**src/rtl/jtag_user_bridge.sv**
```systemverilog
// JTAG user-register command bridge: decodes 32-bit command words from the
// TAP user data register and runs single-beat reads/writes on a simple
// request/acknowledge register bus. The response word is held for the TAP
// to capture. Everything runs in the tck domain.
module jtag_user_bridge #(
  parameter int unsigned ADDR_W    = 16,
  parameter int unsigned TIMEOUT   = 255,
  parameter logic [31:0] RESET_RSP = 32'hE6712945
) (
  input  logic              tck,
  input  logic              rst,
  input  logic [31:0]       cmd_data,
  input  logic              cmd_valid,
  output logic              cmd_ready,
  output logic [31:0]       rsp_data,
  output logic              bus_req,
  output logic              bus_we,
  output logic [ADDR_W-1:0] bus_addr,
  output logic [31:0]       bus_wdata,
  input  logic              bus_ack,
  input  logic [31:0]       bus_rdata
);

  // The counter only needs to reach TIMEOUT-1.
  localparam int unsigned CntW = (TIMEOUT > 1) ? $clog2(TIMEOUT) : 1;

  localparam logic [3:0] OpNop     = 4'h0;
  localparam logic [3:0] OpSetAddr = 4'h1;
  localparam logic [3:0] OpWriteLo = 4'h2;
  localparam logic [3:0] OpWriteHi = 4'h3;
  localparam logic [3:0] OpRead    = 4'h4;
  localparam logic [3:0] OpStatus  = 4'h5;

  typedef enum logic [0:0] {StIdle, StBus} state_e;

  state_e            state_q, state_d;
  logic [ADDR_W-1:0] addr_q, addr_d;
  logic [15:0]       wlo_q, wlo_d;
  logic              err_timeout_q, err_timeout_d;
  logic              err_overrun_q, err_overrun_d;
  logic              err_badop_q, err_badop_d;
  logic [31:0]       rsp_q, rsp_d;
  logic              req_q, req_d;
  logic              we_q, we_d;
  logic [31:0]       wdata_q, wdata_d;
  logic              ready_q, ready_d;
  logic [CntW-1:0]   cnt_q, cnt_d;

  logic [3:0]  opcode;
  logic [15:0] payload;
  logic        unused_cmd_bits;

  assign opcode          = cmd_data[31:28];
  assign payload         = cmd_data[15:0];
  assign unused_cmd_bits = ^cmd_data[27:16];

  assign cmd_ready = ready_q;
  assign rsp_data  = rsp_q;
  assign bus_req   = req_q;
  assign bus_we    = we_q;
  assign bus_addr  = addr_q;
  assign bus_wdata = wdata_q;

  // State register with synchronous reset.
  always_ff @(posedge tck) begin
    if (rst) begin
      state_q       <= StIdle;
      addr_q        <= '0;
      wlo_q         <= '0;
      err_timeout_q <= 1'b0;
      err_overrun_q <= 1'b0;
      err_badop_q   <= 1'b0;
      rsp_q         <= RESET_RSP;
      req_q         <= 1'b0;
      we_q          <= 1'b0;
      wdata_q       <= '0;
      ready_q       <= 1'b1;
      cnt_q         <= '0;
    end else begin
      state_q       <= state_d;
      addr_q        <= addr_d;
      wlo_q         <= wlo_d;
      err_timeout_q <= err_timeout_d;
      err_overrun_q <= err_overrun_d;
      err_badop_q   <= err_badop_d;
      rsp_q         <= rsp_d;
      req_q         <= req_d;
      we_q          <= we_d;
      wdata_q       <= wdata_d;
      ready_q       <= ready_d;
      cnt_q         <= cnt_d;
    end
  end

  // Command decode, bus sequencing and timeout handling.
  always_comb begin
    state_d       = state_q;
    addr_d        = addr_q;
    wlo_d         = wlo_q;
    err_timeout_d = err_timeout_q;
    err_overrun_d = err_overrun_q;
    err_badop_d   = err_badop_q;
    rsp_d         = rsp_q;
    req_d         = req_q;
    we_d          = we_q;
    wdata_d       = wdata_q;
    ready_d       = ready_q;
    cnt_d         = cnt_q;

    unique case (state_q)
      StIdle: begin
        if (cmd_valid) begin
          case (opcode)
            OpNop: ;
            OpSetAddr: addr_d = payload[ADDR_W-1:0];
            OpWriteLo: wlo_d = payload;
            OpWriteHi: begin
              wdata_d = {payload, wlo_q};
              we_d    = 1'b1;
              req_d   = 1'b1;
              ready_d = 1'b0;
              cnt_d   = '0;
              state_d = StBus;
            end
            OpRead: begin
              we_d    = 1'b0;
              req_d   = 1'b1;
              ready_d = 1'b0;
              cnt_d   = '0;
              state_d = StBus;
            end
            OpStatus: begin
              rsp_d = {4'hA, 9'h0, err_timeout_q, err_overrun_q, err_badop_q, 16'(addr_q)};
              err_timeout_d = 1'b0;
              err_overrun_d = 1'b0;
              err_badop_d   = 1'b0;
            end
            default: err_badop_d = 1'b1;
          endcase
        end
      end
      StBus: begin
        // Commands arriving mid-transaction are dropped.
        if (cmd_valid) err_overrun_d = 1'b1;
        if (bus_ack) begin
          state_d = StIdle;
          req_d   = 1'b0;
          we_d    = 1'b0;
          ready_d = 1'b1;
          addr_d  = addr_q + ADDR_W'(1);
          if (!we_q) rsp_d = bus_rdata;
        end else if (cnt_q == CntW'(TIMEOUT - 1)) begin
          // This was the TIMEOUT-th cycle with req high and no ack.
          state_d       = StIdle;
          req_d         = 1'b0;
          we_d          = 1'b0;
          ready_d       = 1'b1;
          err_timeout_d = 1'b1;
          if (!we_q) rsp_d = 32'hFFFF_FFFF;
        end else begin
          cnt_d = cnt_q + CntW'(1);
        end
      end
      default: state_d = StIdle;
    endcase
  end

endmodule

```
**config.mk**
```make
export PLATFORM = sky130hd
export DESIGN_NAME = jtag_user_bridge
export DESIGN_NICKNAME = d
export VERILOG_FILES = /design/src/rtl/jtag_user_bridge.sv
export SDC_FILE = /design/constraint.sdc
export NUM_CORES = 1
export LEC_CHECK = 0
export ABC_CLOCK_PERIOD_IN_PS = 2000
export BUFFER_PORTS_ARGS = -buffer_cell sky130_fd_sc_hd__buf_2
export CORE_MARGIN = 10
export CORE_UTILIZATION = 52
export DETAILED_ROUTE_END_ITERATION = 6
export GPL_ROUTABILITY_DRIVEN = 0
export HOLD_SLACK_MARGIN = 0.03
export PLACE_DENSITY = 0.83
export SLEW_MARGIN = 20
export SYNTH_ARGS = -nofsm -noshare
export SYNTH_HDL_FRONTEND = slang
export SYNTH_SLANG_ARGS = --single-unit
```
**constraint.sdc**
```tcl
create_clock -name tck -period 2 [get_ports tck]
set_input_delay 0.2 -clock tck [delete_from_list [all_inputs] [get_ports tck]]
set_output_delay 0.2 -clock tck [all_outputs]
set_load 0.01 [all_outputs]
```
==> results of run 1 <==
synth_stat cells (3+ instances only):
cell / count / area share
sky130_fd_sc_hd__dfxtp_1: 111 / 0.43
sky130_fd_sc_hd__a211oi_1: 4 / 0.0058
sky130_fd_sc_hd__or3_1: 4 / 0.0049
sky130_fd_sc_hd__o221ai_1: 5 / 0.0085
sky130_fd_sc_hd__clkbuf_1: 42 / 0.031
sky130_fd_sc_hd__and3_1: 7 / 0.0085
sky130_fd_sc_hd__a21o_1: 4 / 0.0058
sky130_fd_sc_hd__o211ai_1: 34 / 0.050
sky130_fd_sc_hd__nand4_1: 6 / 0.0073
sky130_fd_sc_hd__nor3b_1: 3 / 0.0044
sky130_fd_sc_hd__o22a_1: 11 / 0.019
sky130_fd_sc_hd__buf_2: 6 / 0.0058
sky130_fd_sc_hd__a31oi_1: 8 / 0.0097
sky130_fd_sc_hd__nor2_1: 24 / 0.017
sky130_fd_sc_hd__nor2b_1: 3 / 0.0036
sky130_fd_sc_hd__buf_6: 6 / 0.013
sky130_fd_sc_hd__a21oi_1: 71 / 0.069
sky130_fd_sc_hd__o211ai_2: 13 / 0.032
sky130_fd_sc_hd__nand2_1: 86 / 0.063
sky130_fd_sc_hd__mux2i_1: 27 / 0.052
sky130_fd_sc_hd__nor3_1: 6 / 0.0058
sky130_fd_sc_hd__ha_1: 3 / 0.0073
sky130_fd_sc_hd__nand3_1: 27 / 0.026
sky130_fd_sc_hd__nand3b_1: 7 / 0.010
sky130_fd_sc_hd__nand2b_1: 5 / 0.0061
sky130_fd_sc_hd__nor4_1: 7 / 0.0085
sky130_fd_sc_hd__inv_1: 8 / 0.0058
sky130_fd_sc_hd__o21ai_0: 32 / 0.031
sky130_fd_sc_hd__o22ai_1: 7 / 0.0085
report_power, final:
group,switching (mW),leakage (nW),total [mW],internal [mW]
sequential,0.0227,0.897,2.26,2.24
clock,0.817,0.0830,1.29,0.476
combinational,0.219,1.59,0.364,0.145
layer usage:
metal	GRT usage	routed length (um)	up-vias
met2	0.336	7320	236
met4	0.0732	319	0
met1	0.268	6930	2395
met3	0.0436	1210	30
li1	-	-	2469
met5	0	0	-
registers in the layout, summed over array words and instances, names as in the netlist:
signal	count
wlo_q	16
bus_we	1
rsp_data	32
state_q	1
err_badop_q	1
bus_req	1
bus_addr	16
err_overrun_q	1
bus_wdata	32
cnt_q	8
cmd_ready	1
err_timeout_q	1
cell usage in the layout, fill, tap and decap left out, types with 4 or more instances in the layout:
master and instances:
sky130_fd_sc_hd__dfxtp_1 110, sky130_fd_sc_hd__o22ai_1 7, sky130_fd_sc_hd__buf_4 35, sky130_fd_sc_hd__o22a_1 11, sky130_fd_sc_hd__nand2_1 86, sky130_fd_sc_hd__or3_1 4
sky130_fd_sc_hd__nand2b_1 4, sky130_fd_sc_hd__buf_2 138, sky130_fd_sc_hd__clkbuf_8 9, sky130_fd_sc_hd__a21o_1 4, sky130_fd_sc_hd__nor4_1 7, sky130_fd_sc_hd__nand3_1 27
sky130_fd_sc_hd__o211ai_1 34, sky130_fd_sc_hd__mux2i_1 27, sky130_fd_sc_hd__nand3b_1 7, sky130_fd_sc_hd__o21ai_0 32, sky130_fd_sc_hd__inv_1 8, sky130_fd_sc_hd__o211ai_2 13
sky130_fd_sc_hd__nand4_1 6, sky130_fd_sc_hd__and3_1 7, sky130_fd_sc_hd__nor2_1 23, sky130_fd_sc_hd__a21oi_1 70, sky130_fd_sc_hd__a31oi_1 8, sky130_fd_sc_hd__nor3_1 5
sky130_fd_sc_hd__a211oi_1 4, sky130_fd_sc_hd__o221ai_1 5
cell type report:
| cell class | count | area [sq um] | share of cell area |
|---|---|---|---|
| repair buffers | 173 | 953 | 0.154 |
| multi-input cells | 433 | 2650 | 0.427 |
| clock buffers | 10 | 128 | 0.0206 |
| clock inverters | 6 | 53.8 | 0.00867 |
| inverters | 8 | 30.0 | 0.00484 |
| flip-flops and latches | 111 | 2220 | 0.358 |
| well taps | 133 | 166 | 0.0268 |
worst reg2reg max path, delay by kind of cell (launching register included):
| kind | cells | cell delay [ns] |
|---|---|---|
| AO/OA/AOI/OAI | 3 | 0.58 |
| buffers and inverters | 1 | 0.28 |
| AND/OR/NAND/NOR | 1 | 0.55 |
| flip-flops | 1 | 0.35 |
metrics by stage:
stage / std cells / setup slack [ns]
finish: 874 / 0.157
global route: 874 / 0.0236
CTS: 874 / 0.0447
detailed placement: 858 / 0.0229
global placement: 858 / 0.114
floorplan: 610 / 0.224
worst max path at each step:
stage,from,endpoint,slack [ns],depth (start not counted)
after floorplan,cnt_q[0],rsp_data[11],0.22,7
after global placement,cmd_valid,rsp_data[8],0.11,5
after detailed placement,cmd_valid,rsp_data[11],0.02,5
after CTS,state_q,rsp_data[11],0.04,4
after global routing,state_q,cnt_q[2],0.02,5
final,state_q,rsp_data[31],0.16,5
cell families (layout without fill, tap and decap cells):
group	count (synthesis)	after routing
mux	28	28
fa+ha+maj	3	3
flops	111	111
buf+inv	66	197
simple gates	196	196
compound gates	206	206
what timing repair did:
action | 4_1_cts | 5_1_grt
setup endpoints to repair | 0 | 13
gates resized for setup | 0 | 1
hold buffers | 0 | 0
==> results, run 1 <==
- The run finished, with violations left.
- The final reports fail on design-rule violations.
- Setup violations remaining at the end of the flow were counted as 0.
- The final worst-path cycle share is 0.921.
- The average wire length per cell after detail routing is approximately 18 um.
- The via count of the first global-routing pass is between 4000 and 5000.
- The register-to-register path setup slack is around 0.16 ns.
- Summing over every cut layer, the via total after detailed routing is around 5000.
- In this run, the number of DRC markers left after iteration 0 of detailed routing was 524.
- The post-synthesis sequential element count is 111.
- Clock tree synthesis inserted a total of 9 buffers.
- Counting flops with a built-in enable in the synthesized netlist gives 0.
- For this run, the leading register cell type out of synthesis is sky130_fd_sc_hd__dfxtp_1.
- The relative area change from synthesis to final layout is 20.3%.
- The timing-limited maximum frequency is 543 MHz.
- The total overflow left after global routing is 0.
- The total count of max-transition violations in the final report is 0.
- In this run the tool buffered the top-level ports with roughly 140 buffer cells.
- The Yosys step of the flow raised 0 warnings.
- The data required time of the critical path is 2.28 ns.
- The final layout contains 807 nets.
- The post-synthesis share of cell area spent on xor and xnor gates is 0.
- The total clock sinks is between 100 and 150.
- The final design area excluding fillers is about 6200 sq um.
- The library cell contributing the largest single delay on the critical path is sky130_fd_sc_hd__or3b_1.
- Data on the critical path arrives at its endpoint at about 2.1 ns.
- Entering global routing, the biggest net connects 41 pins.
- The root buffer cell chosen for the clock tree is sky130_fd_sc_hd__clkbuf_8.
- The share of the synthesized area in compound gates (AO/OA/AOI/OAI) is 0.266.
- The fraction of final layout cells sized beyond drive strength 1 is 0.285.
- The die covers 14300 sq um.
- The post-synth design cell area is a little over 5000 sq um.
- The worst hold path class is input port to register.
- Pin placement for this block handled 151 I/O pins.
- In this run the static leakage power is ~2.6 nW.
- The proportion of synthesized chip area in sequential cells is 0.431.
- The worst hold slack after final layout is 0.0735 ns.
- Dividing the detail-routed via count by the number of cells gives 5.87.
- Counting the fill cells in the layout gives ~840.
- The clock tree from TritonCTS is yes.
- The power density normalized to cell area is around 630 nW/um^2.
- The signal on the critical path passes through or3b_1, o22ai_2, buf_4, o21ai_0, a21o_1.
- The first global-routing pass estimated around 25000 um of wire.
- Counting flops with an async set or reset pin after synthesis yields a share of 0.
- After synthesis, the mean cell area works out to around 8.5 sq um.
- The post-layout total power is slightly below 4 mW.
- The post-CTS setup-driven buffer insertion count is 0.
- Of the total synthesized cell area, the portion taken by AND, OR, NAND and NOR gates is 0.182.
- The total track usage is 0.208.
- The number of distinct library cells after synthesis is 54.
- The total number of placement rows is 36.
- The net count after synthesis is 681.
- The total placed instance area is around 6000 sq um.
- STA classifies the critical path endpoint as a register.
- The slew of the pin with the lowest slew margin is slightly above 0.7 ns.
- The worst setup path is launched from a register.
- The biggest cell delay along the critical path is about 0.55 ns.
- The number of hold-slack violations in the final timing report is 0.
- Together, buffers and inverters on the worst path number 1.
- The die is ~120 um tall.
- IR analysis of the VDD net gives a maximum drop of around 0.33 mV.
- The portion of synthesized area spent on multiplexers is 0.0546.
- The H-tree was split into 3 levels.
- Setup repair after global routing left no endpoint under its margin.
- No sink is reached through more buffers than the 2 on the longest clock path.
- After technology mapping, the gate count stands at about 600.
- The biggest fanout along the worst timing path is 21.
- The cell class contributing the biggest share of worst-path delay is compound AO/OA/AOI/OAI gates.
- Clock-pin slew was measured on the worst setup and hold paths at approximately 0.11 ns.
- After legalization and detailed placement, the total HPWL measured between 10000 and 15000 um.
- The worst hold path terminates at bus_wdata[17].
- The worst hold path passes through 3 cells.
- The DRC violations left is 7.
- In this run the critical register-to-register path is captured at rsp_data[31].
- The post-route setup TNS is 0 ns.
- The worst setup path is of the register to register kind.
- The detail route stage leaves a number of antenna-violating nets equal to 0.
- The first TritonRoute pass finished after 7 iterations.
- Of the total synthesized cell area, the portion taken by full adders, half adders and majority gates is 0.00728.
- The worst hold path startpoint is cmd_data[1].
- For this configuration, the core starts out at a cell density of 0.530.
- The max-cap check violation count is 0.
- The worst pin sits at a relative slew slack of 0.526.
- After layout, the minimum clock period comes to 1.84 ns.
- The floorplan step set the die width to 120 um.
- The core region is 9730 sq um.
- The insertion delay of the later-clocked pin in the worst-skew pair is between 0.3 and 0.4 ns.
- After synthesis, the largest family of logic cells by area is compound AO/OA/AOI/OAI gates.
- The number of antenna diodes in the final layout is 0.
- The overall routed net length is roughly 16000 um.
- Once layout is complete, the utilization of the core stands at 0.638.
- The number of antenna violations at the first check in global routing is 0.
- In this run the critical register-to-register path is launched from state_q.
- The worst register-to-register path has a depth of 5.
- Across the routed clock network, the largest skew measured is 0.00913 ns.
Power figures use the tool's default switching activity.
==> run 2: changes to the inputs <==
--- a/config.mk
+++ b/config.mk
@@ -8,11 +8,11 @@
 export ABC_CLOCK_PERIOD_IN_PS = 2000
 export BUFFER_PORTS_ARGS = -buffer_cell sky130_fd_sc_hd__buf_2
 export CORE_MARGIN = 10
-export CORE_UTILIZATION = 52
+export CORE_UTILIZATION = 30
 export DETAILED_ROUTE_END_ITERATION = 6
 export GPL_ROUTABILITY_DRIVEN = 0
 export HOLD_SLACK_MARGIN = 0.03
-export PLACE_DENSITY = 0.83
+export PLACE_DENSITY = 0.54
 export SLEW_MARGIN = 20
 export SYNTH_ARGS = -nofsm -noshare
 export SYNTH_HDL_FRONTEND = slang
==> run 2 against run 1 <==
Compared with the run above: the flow still finishes with violations (design-rule violations); sequential power about the same; die area increased by 60%; largest cell class unchanged; maximum frequency increased by 3.4%; critical endpoint is now bus_addr[6].
==> results, run 2 (synthesis gave the netlist of run 1 again) <==
- The biggest cell delay along the critical path is 0.40 ns (-0.15 ns).
- The power share of the sequential group is 0.510 (-0.067).
- The total core area is 16700 sq um (+72%).
- The remaining max-slew budget at the tightest pin was 0.472 (-0.0543).
- The data required time of the critical path came to 2.25 ns (-0.03 ns).
- The insertion delay of the later-clocked pin in the worst-skew pair is 0.36 ns (-0.02 ns).
- The slowest stage of the critical path is the sky130_fd_sc_hd__dfxtp_2 cell.
- The switching part of the total is 0.258 (-0.0116).
- The largest vdd supply drop is 0.393 mV (+20%).
- The net switching power is 1.15 mW (+8.3%).
- The die outline area is 22800 sq um (+60%).
- The biggest fanout along the worst timing path is 12 (-43%).
- The register-to-register path setup slack was 0.22 ns (+0.06 ns).
- The number of instances in the placed design is 954 (+11%).
- The total number of nets in the final design is 816 (+1.1%).
- The die span in y is 151 um (+26%).
- The overall routed net length is 17900 um (+14%).
- The post-layout total power was 4.44 mW (+13%).
- The origin of the critical flop-to-flop path is state_q.
- The start-to-end type of the worst setup path is register to register.
- The cell count of the worst reg-to-reg path is 6 (+1).
- The number of antenna violations at the first check in global routing was 0 (unchanged).
- The number of vias in the routed layout came to 5103 (-0.53%).
- The final setup violation count is 0 (unchanged).
- Following the worst setup path forward leads to its endpoint at bus_addr[6].
- The cell-internal power is 3.29 mW (+15%).
- The total count of max-transition violations in the final report came to 0 (unchanged).
- The clock-pin slew on the worst setup and hold paths is 0.08 ns (-0.03 ns).
- The detailed-router iteration count before antenna repair was 7 (unchanged).
- The cell leakage power was 2.67 nW (+3.7%).
- STA classifies the critical path startpoint as a register.
- The buffer levels on the longest clock path is 2 (unchanged).
- The largest net degree at the start of global routing is 35 (-15%).
- The number of clock buffers inserted by TritonCTS came to 9 (unchanged).
- The sum of overflow across all layers after global routing was 0 (unchanged).
- The count of boundary I/O pins is 151 (unchanged).
- The clock group share of total power is 0.404 (+0.074).
- The starting utilization of the core area is 0.309 (-0.221).
- The fraction of final layout cells sized beyond drive strength 1 is 0.296 (+0.0112).
- The count of antenna diodes in the layout is 0 (unchanged).
- The max-cap check violation count is 0 (unchanged).
- The average wire length per cell after detail routing is 18.5 um (+2.3%).
- The iteration-0 DRC count of the detailed router is 342 (-35%).
- The total clock sinks came to 111 (unchanged).
- The slew of the pin with the lowest slew margin was 0.792 ns (+0.0861 ns).
- The port buffer count is 138 (unchanged).
- The via density per instance is 5.26 (-10%).
- The clock skew after layout was 0.00561 ns (-0.00352 ns).
- The checks that failed: design-rule violations.
- The commonest non-fill, non-tap cell in the layout is sky130_fd_sc_hd__buf_2.
- The relative area change from synthesis to final layout is 25.9%.
- The total number of placement rows is 47 (+31%).
- The number of buffers inserted for hold repair after clock tree synthesis is 0 (unchanged).
- The filler cell count was 1753 (+110%).
- The capture point of the worst reg-to-reg path is bus_addr[6].
- The total track usage is 0.156 (-0.0511).
- The signal on the critical path passes through buf_4, nand2_1, buf_4, o211ai_1, nand2_1, o311a_1.
- The H-tree depth was 3 (unchanged).
- The number of standard cells in the layout, taps in and fillers out came to 970 (+11%).
- The arrival time at the worst endpoint is 2.03 ns (-0.10 ns).
- CTS placed an instance of sky130_fd_sc_hd__clkbuf_16 at the clock tree root.
- In the layout the commonest cells are 138 x sky130_fd_sc_hd__buf_2, 110 x sky130_fd_sc_hd__dfxtp_1, 86 x sky130_fd_sc_hd__nand2_1.
- STA classifies the critical path endpoint as a register.
- Setup repair after global routing left no endpoint under its margin.
- The number of hold-slack violations in the final timing report is 0 (unchanged).
- The first-pass GRT wire length is 28300 um (+13%).
- The DRC violations left is 5 (-2).
- The power density normalized to cell area was 683 nW/um^2 (+8.1%).
- Tracing the worst setup path back leads to its startpoint at state_q.
- The portion of total power attributed to combinational logic is 0.086 (-0.007).
- The clock tree from TritonCTS is yes.
- The final HPWL from detailed placement is 13300 um (+17%).
- The min-delay analysis places its worst path in the category input port to register.
- The worst hold slack after final layout was 0.0993 ns (+0.0258 ns).
- The die boundary width is 151 um (+26%).
- The run finished, with violations left.
- The timing-limited maximum frequency was 561 MHz (+3.4%).
- The number of antenna-violating nets in the routed design is 0 (unchanged).
- The post-route setup TNS was 0 ns (unchanged).
- The via count of the first global-routing pass came to 5096 (+3.5%).
- The clock period minus worst slack came to 1.78 ns (-0.0610 ns).
- The final worst-path cycle share is 0.891 (-0.0305).
## run 2: worst min path at each step
stage / from / to / slack [ns] / cells after the start
global route: cmd_data[10] / bus_wdata[26] / 0.11 / 3
CTS: cmd_data[8] / bus_wdata[24] / 0.09 / 3
detailed placement: bus_wdata[24] / bus_wdata[24] / 0.44 / 2
floorplan: cmd_data[0] / bus_wdata[16] / 0.34 / 2
global placement: wlo_q[3] / bus_wdata[3] / 0.44 / 2
finish: cmd_data[8] / bus_wdata[24] / 0.1 / 3
## run 2: metrics by stage
stage	cell area [sq um]	worst slack [ns]	util
after floorplan	5160	0.224	-
after global placement	6200	-0.00561	0.371
after detailed placement	6200	-0.0890	0.371
after CTS	6490	0.0785	0.388
after global routing	6490	0.0370	0.389
final	6490	0.218	0.389
## run 2: repair_timing
item / 4_1_cts / 5_1_grt
resized for setup: 0 / 2
endpoints found under the setup margin: 0 / 14
buffers inserted: 0 / 0
hold endpoints to repair: 0 / 0
## run 2: cell type report
cell class                 count  area, sq um  area share
clock buffer                  10          239      0.0368
clock inverter                 6         51.3     0.00790
inverter                       8         30.0     0.00462
multi-input combinational    433         2650       0.409
sequential                   111         2220       0.342
tap                          220          275      0.0424
timing repair buffer         182         1020       0.157
## run 2: critical path, delay by kind of cell, from the launching register on
kind                   cells  cell delay [ns]
buffers and inverters      2             0.49
flip-flops                 1             0.40
AO/OA/AOI/OAI              2             0.46
AND/OR/NAND/NOR            2             0.31
## run 2: power by group through the flow
| stage | Clock, mW | Sequential [mW] | Combinational (mW) |
|---|---|---|---|
| floorplan | 0 | 2.32 | 0.189 |
| global placement | 0 | 2.31 | 0.374 |
| detailed placement | 0 | 2.32 | 0.381 |
| CTS | 1.84 | 2.26 | 0.383 |
| global route | 1.91 | 2.27 | 0.420 |
| finish | 1.79 | 2.26 | 0.382 |
## run 2: routing by layer
layer	routed length, um	GRT usage	up-vias
met4	391	0.0630	0
met2	8080	0.240	160
met5	0	0	-
met3	1110	0.0364	22
met1	8330	0.207	2423
li1	-	-	2498
